File: config.mk
export PLATFORM = sky130hd
export DESIGN_NAME = pnc_stmc_dispatch
export DESIGN_NICKNAME = d
export VERILOG_FILES = /design/src/rtl/pnc_stmc_dispatch.sv
export SDC_FILE = /design/constraint.sdc
export NUM_CORES = 1
export LEC_CHECK = 0
export ABC_AREA = 0
export CAP_MARGIN = 40
export CORE_UTILIZATION = 54
export CTS_CLUSTER_SIZE = 24
export DETAILED_ROUTE_END_ITERATION = 16
export PLACE_DENSITY = 0.78
export RECOVER_POWER = 25
export SETUP_SLACK_MARGIN = 0.3
export SYNTH_ARGS = -nofsm -noshare
export SYNTH_HDL_FRONTEND = slang
export SYNTH_SLANG_ARGS = --single-unit
File: constraint.sdc
create_clock -name clk -period 4.1 [get_ports clk]
set_input_delay 0.615 -clock clk [delete_from_list [all_inputs] [get_ports clk]]
set_output_delay 0.615 -clock clk [all_outputs]
set_load 0.005 [all_outputs]
File: src/rtl/pnc_stmc_dispatch.sv
// STMC packet dispatcher: a FIFO-buffered classifier that turns address packets into
// param, rich-club and per-slot spike commands, and keeps saturating statistics.
module pnc_stmc_dispatch #(
    parameter int N_SLOTS    = 2,
    parameter int SLOT_W     = 7,
    parameter int FIFO_DEPTH = 4,
    parameter int CNT_W      = 16,
    localparam int PKT_W     = 2 + N_SLOTS * SLOT_W,
    localparam int IDX_W     = (N_SLOTS > 1) ? $clog2(N_SLOTS) : 1
) (
    input  logic              clk,
    input  logic              rst,
    input  logic              in_valid,
    output logic              in_ready,
    input  logic [PKT_W-1:0]  in_pkt,
    output logic              cmd_valid,
    input  logic              cmd_ready,
    output logic [1:0]        cmd_type,
    output logic [SLOT_W-1:0] cmd_addr,
    output logic [IDX_W-1:0]  cmd_slot,
    output logic              cmd_last,
    output logic [PKT_W-1:0]  cmd_raw,
    output logic [CNT_W-1:0]  null_cnt,
    output logic [CNT_W-1:0]  cmd_cnt
);

    localparam int PTR_W = $clog2(FIFO_DEPTH);
    localparam logic [1:0] TYPE_PARAM = 2'b01;
    localparam logic [1:0] TYPE_RICH  = 2'b10;
    localparam logic [1:0] TYPE_SPIKE = 2'b11;

    typedef enum logic {IDLE, EMIT} state_t;

    function automatic logic [N_SLOTS-1:0] slot_mask(input logic [PKT_W-1:0] pkt);
        logic [N_SLOTS-1:0] m;
        for (int i = 0; i < N_SLOTS; i++) m[i] = |pkt[i*SLOT_W +: SLOT_W];
        return m;
    endfunction

    function automatic logic [IDX_W-1:0] lowest_slot(input logic [N_SLOTS-1:0] m);
        logic [IDX_W-1:0] idx;
        idx = '0;
        for (int i = N_SLOTS - 1; i >= 0; i--) if (m[i]) idx = IDX_W'(i);
        return idx;
    endfunction

    function automatic logic [SLOT_W-1:0] slot_field(input logic [PKT_W-1:0] pkt,
                                                     input logic [IDX_W-1:0] idx);
        logic [SLOT_W-1:0] f;
        f = '0;
        for (int i = 0; i < N_SLOTS; i++) if (idx == IDX_W'(i)) f = pkt[i*SLOT_W +: SLOT_W];
        return f;
    endfunction

    function automatic logic [N_SLOTS-1:0] drop_lowest(input logic [N_SLOTS-1:0] m);
        return m & (m - N_SLOTS'(1));
    endfunction

    function automatic logic [CNT_W-1:0] sat_inc(input logic [CNT_W-1:0] x);
        return (&x) ? x : x + CNT_W'(1);
    endfunction

    logic [PKT_W-1:0]   mem [FIFO_DEPTH];
    logic [PTR_W:0]     wr_ptr, rd_ptr;
    logic               fifo_full, fifo_empty, push, pop;
    logic [PKT_W-1:0]   head;
    logic [N_SLOTS-1:0] head_mask, head_rest, rem_mask, nxt_rest;
    logic [IDX_W-1:0]   head_idx, nxt_idx;
    state_t             state;

    // Extra pointer bit distinguishes full from empty when the indices coincide.
    assign fifo_empty = (wr_ptr == rd_ptr);
    assign fifo_full  = (wr_ptr[PTR_W] != rd_ptr[PTR_W]) &&
                        (wr_ptr[PTR_W-1:0] == rd_ptr[PTR_W-1:0]);
    assign in_ready   = !fifo_full;
    assign push       = in_valid && !fifo_full;
    assign pop        = (state == IDLE) && !fifo_empty;

    assign head      = mem[rd_ptr[PTR_W-1:0]];
    assign head_mask = slot_mask(head);
    assign head_idx  = lowest_slot(head_mask);
    assign head_rest = drop_lowest(head_mask);
    assign nxt_idx   = lowest_slot(rem_mask);
    assign nxt_rest  = drop_lowest(rem_mask);

    always_ff @(posedge clk) begin
        if (push) mem[wr_ptr[PTR_W-1:0]] <= in_pkt;
    end

    always_ff @(posedge clk) begin
        if (rst) begin
            wr_ptr    <= '0;
            rd_ptr    <= '0;
            state     <= IDLE;
            rem_mask  <= '0;
            cmd_valid <= 1'b0;
            cmd_type  <= 2'b00;
            cmd_addr  <= '0;
            cmd_slot  <= '0;
            cmd_last  <= 1'b0;
            cmd_raw   <= '0;
            null_cnt  <= '0;
            cmd_cnt   <= '0;
        end else begin
            if (push) wr_ptr <= wr_ptr + (PTR_W+1)'(1);
            case (state)
                IDLE: begin
                    if (pop) begin
                        rd_ptr <= rd_ptr + (PTR_W+1)'(1);
                        if (head[PKT_W-1] || head[PKT_W-2]) begin
                            cmd_valid <= 1'b1;
                            cmd_type  <= head[PKT_W-1] ? TYPE_PARAM : TYPE_RICH;
                            cmd_addr  <= head[SLOT_W-1:0];
                            cmd_slot  <= '0;
                            cmd_last  <= 1'b1;
                            cmd_raw   <= head;
                            rem_mask  <= '0;
                            state     <= EMIT;
                        end else if (|head_mask) begin
                            cmd_valid <= 1'b1;
                            cmd_type  <= TYPE_SPIKE;
                            cmd_addr  <= slot_field(head, head_idx);
                            cmd_slot  <= head_idx;
                            cmd_last  <= (head_rest == '0);
                            cmd_raw   <= head;
                            rem_mask  <= head_rest;
                            state     <= EMIT;
                        end else begin
                            null_cnt  <= sat_inc(null_cnt);
                        end
                    end
                end
                EMIT: begin
                    if (cmd_ready) begin
                        cmd_cnt <= sat_inc(cmd_cnt);
                        if (cmd_last) begin
                            cmd_valid <= 1'b0;
                            state     <= IDLE;
                        end else begin
                            // Next slot loads on the handshake edge: no bubble inside a packet.
                            cmd_addr  <= slot_field(cmd_raw, nxt_idx);
                            cmd_slot  <= nxt_idx;
                            cmd_last  <= (nxt_rest == '0);
                            rem_mask  <= nxt_rest;
                        end
                    end
                end
                default: state <= IDLE;
            endcase
        end
    end

endmodule

---- Word-level counts from Yosys, hierarchy flattened ----
Memories as Yosys holds them, arrays and structs flattened. A register that Yosys moved wholly into a read port is not among the register bits.
Cells that the tools add are included.
word-level totals
  bits in registers ....................... 69
  memory bits (writable) .................. 64
  bits of input ports ..................... 20
  output and inout bits ................... 61
  word-level logic and storage cells ...... 106
  memories kept ........................... 1
memory list
  name  words  width  rd ports  clocked after memory_dff  write ports  line  RTL
  mem   4      16     1         1                         1            63    logic [PKT_W-1:0] mem [FIFO_DEPTH];
cells by class
  add/sub/neg operators ................... 6
  equal/unequal tests ..................... 8
  mux-type cells .......................... 51
  bitwise gates (word level) .............. 7
  reductions and logical operators ........ 21
operators with widths
  cell                     number
  $mux W7                  7
  $add A16 B1 Y16 const B  2
  $mux W16                 2
  $reduce_and A16 Y1       2
  $mux W1                  26
  $mux W2                  10
  $pmux W7 S2              1
  $reduce_or A14 Y1        1
  $reduce_or A7 Y1         2
  $reduce_and A3 Y1        3
  $ne A2 B2 Y1 const B     4
  $pmux W1 S2              4
  $reduce_and A4 Y1        2
  $add A3 B1 Y3 const B    2
  $not A1 Y1               5
  $reduce_and A5 Y1        1
  $and A2 B2 Y2            2
  $logic_not A2 Y1         2
  $pmux W2 S2              1
  $sub A2 B1 Y2 const B    2
  $eq A3 B3 Y1             1
  $logic_and A1 B1 Y1      3
  $ne A3 B1 Y1 const B     1
  $eq A2 B2 Y1             1
  other kinds (5)          6

---- Logic depth before layout (Yosys ltp) ----
  depth after elaboration ................. 8
  mapped depth ............................ 10
  mapped depth without buffers ............ 7

---- Worst setup path after synthesis ----
OpenSTA, ideal clock, no wires.
  kind .................................... register to register
  from .................................... register with a tool-made name
  to ...................................... register null_cnt[14]
  arrival ................................. 2.722 ns
  required time ........................... 3.979 ns
  setup slack ............................. 1.257 ns
  stages on the path, launching flop included .. 10
  buffers on the path ..................... 3
  path through ............................ dfxtp_1 clkbuf_1 buf_1 mux4_2 nor4_4 nand2_2 or3_1 buf_2 nor4_2 mux2_2
RTL lines
  element                 line  RTL
  end signal: assignment  129   null_cnt <= sat_inc(null_cnt);
  end: declaration        23    output logic [CNT_W-1:0] null_cnt,

==> flow_summary.toml <==
[synthesis]
netlist_instances = 458
yosys_register_bits = 134
synth.cell_area_um2 = 5525
postSynthNetCount = 485
post_synth_num_cell_types = 49
avgSynthCellArea_um2 = 12.06
synth-warning-count = 0
asyncSetResetFlopFracSynth = 0
synth_flop_cell = "sky130_fd_sc_hd__dfxtp_1"
yosysSeqAreaShare = 0.6014
synth_enable_flop_cells = 64

[timing]
finClkSkew_ns = 0.009995
final-setup-viol-count = 0
maxSlewViolCount = 0
maxSlewHeadroom = 0.4174
final.min_clock_period_ns = 3.399
finalHoldViolCount = 0
unrepaired_setup_endpoints_after_global_routing = "no"
worst-slew-pin-transition_ns = 0.8739
max_clock_freq_mhz = 294.2
fin_hold_ws_ns = 0.4497
setup-tns-final_ns = 0
post-route-period-util = 0.8289

[outcome]
run_status = "finished, final reports clean"

[placed_design]
dp_hpwl_um = 8289
finalWeightedCongestion = 0.8245
port_bufs = 80

[min_path]
worstHoldPathType = "reg -> reg"

[global_routing]
antenna_found_initial = 0
grt_first_pass_wirelength_um = 19310
grt_pass1_vias = 3646
globalRouteTotalUtil = 0.2479
leftover_overflow_at_the_end_of_global_routing = 0
grt_start_max_net_pins = 39

[route]
postRouteAntennaNets = 0
drcViolationCount = 0
viasPerCell = 5.776
initialDrtViolationCount = 200
drt-total-wl_um = 12310
drt-pass1-iter-count = 4
post_drt_wl_per_cell_um = 17.91
vias = 3968

[final_layout]
antennaDiodeCount = 0
final.fill_count = 652
final_layout_size_suffix_gt1_frac = 0.1300
syn2layout_area_growth_pct = 27.02
final_cell_mix = "sky130_fd_sc_hd__dfxtp_1 (70), sky130_fd_sc_hd__edfxtp_1 (64), sky130_fd_sc_hd__clkdlybuf4s50_1 (63)"
finish.net_count = 568
final_common_cell = "sky130_fd_sc_hd__dfxtp_1"

[floorplan]
ios = 81
die_w_um = 103.2
die_height_um = 103.2
area_inside_the_core_boundary_um2 = 9864
design.die.area_um2 = 10640
rows = 36
initial_utilization = 0.5601

[clocking]
hold_buffers = 0
worst_skew_late_latency_ns = 0.52
cts.path.max_buffers = 2
cts_tree = "yes"
ctsResizeCount = 0
cts_max_level = 4
numClockSinks = 134
postCtsSetupBuffers = 0
worst_setup_hold_path_clk_slew_ns = 0.06
cts_inserted_buffers = 17
cts_root_buf = "sky130_fd_sc_hd__clkbuf_8"

[job]
timing.max_cap.violations = 0

[critical_path]
critPathArrivalTime_ns = 3.80
cp_max_fo = 9
crit_path_end_kind = "register"
timing.critical_path.buf_inv = 1
setup.worst_path.class = "reg -> reg"
cp_slowest_stage_delay_ns = 0.69
path_cells = "buf_4 -> mux4_2 -> nor3_2 -> nand3_1 -> or3_1 -> nor3_1 -> mux2_2"
critPathTopFamily = "simple AND/OR/NAND/NOR gates"
cp_slowest_cell = "sky130_fd_sc_hd__dfxtp_1"
critical_path_required_time_ns = 4.50
cp-start-kind = "register"

[power]
ir_worst_vdd_v = 0.0005180
power_density_nw_per_um2 = 623.4
static-leakage-power_nw = 2.447
-- final cells by class --
cell class,instances,area [um2],share of cell area
clock buffer,17,414.1,0.05901
clock inverter,15,171.4,0.02442
inverter,10,37.54,0.005349
multi-input combinational,291,2057,0.2931
sequential,134,3323,0.4735
tap,133,166.4,0.02371
timing repair buffer,87,848.3,0.1209
-- per-stage QoR --
stage | setup slack (ns) | cells | utilization | power (mW) | area, um2
after floorplan | 1.257 | 458 | - | 2.433 | 5525
after global placement | 0.8439 | 653 | 0.6506 | 2.860 | 6417
after detailed placement | 0.7429 | 655 | 0.6521 | 2.909 | 6432
after CTS | 0.7257 | 687 | 0.7114 | 4.377 | 7018
after global routing | 0.4957 | 687 | 0.7114 | 4.574 | 7018
final | 0.7015 | 687 | 0.7114 | 4.375 | 7018
-- path summary, 6_finish.rpt --
check | start | endpoint | slack, ns | depth (start not counted)
min | cmd_addr[0] | cmd_addr[0] | 0.45 | 2
max | register | null_cnt[8] | 0.70 | 7
max reg2reg | register | null_cnt[8] | 0.70 | 7
min reg2reg | cmd_addr[0] | cmd_addr[0] | 0.45 | 2
-- flip-flops by register name (all words and copies together) (netlist names), 2 cells and up, named ones only --
| name | flops |
|---|---|
| cmd_cnt | 16 |
| cmd_type | 2 |
| cmd_addr | 7 |
| null_cnt | 16 |
| rd_ptr | 3 |
| wr_ptr | 3 |
| cmd_raw | 16 |
| mem | 64 |
-- power by group --
part / switching [mW] / leakage, nW / total, mW / internal, mW
combinational: 0.590 / 0.999 / 1.15 / 0.563
sequential: 0.186 / 1.16 / 1.76 / 1.58
clock: 0.662 / 0.290 / 1.46 / 0.796
-- metal layers --
metal,track usage,vias to the layer above,part of all wire
li1,-,1848,-
met3,0.05017,24,0.058
met1,0.3542,1937,0.45
met4,0.09426,0,0.020
met5,0,-,0
met2,0.3754,159,0.48
-- worst reg2reg max path, delay by kind of cell, from the launching register on --
family	cells	cell delay [ns]
flip-flops	1	0.69
AND/OR/NAND/NOR	4	1.36
buffers and inverters	1	0.32
multiplexers	2	0.93
-- synthesized netlist by cell type, drive strengths merged (2+ instances only) --
cell	number	share of area
a211o	7	0.011
a211oi	7	0.0095
a21oi	32	0.029
a31o	5	0.0079
a31oi	3	0.0034
and2	2	0.0023
and3	10	0.011
and4	3	0.0048
buf	9	0.010
clkbuf	14	0.0095
dfxtp	70	0.25
edfxtp	64	0.35
ha	7	0.016
inv	10	0.0068
mux2	5	0.010
mux2i	10	0.018
mux4	16	0.065
nand2	56	0.038
nand3	13	0.012
nand4	9	0.010
nor2	43	0.029
nor2b	5	0.0057
nor3	7	0.0072
nor4	6	0.012
o21ai	4	0.0036
or3	3	0.0034
xnor2	15	0.024
xor2	11	0.017
-- cell families (layout without fill, tap and decap cells) --
family | Yosys count | count (layout) | synth area share
buf+inv | 33 | 129 | 0.02627
mux | 31 | 31 | 0.09352
xor+xnor | 26 | 26 | 0.04121
flops | 134 | 134 | 0.6014
simple gates | 159 | 159 | 0.1395
compound gates | 68 | 68 | 0.08220
fa+ha+maj | 7 | 7 | 0.01585
No activity file was read; power rests on OpenSTA's default activity.
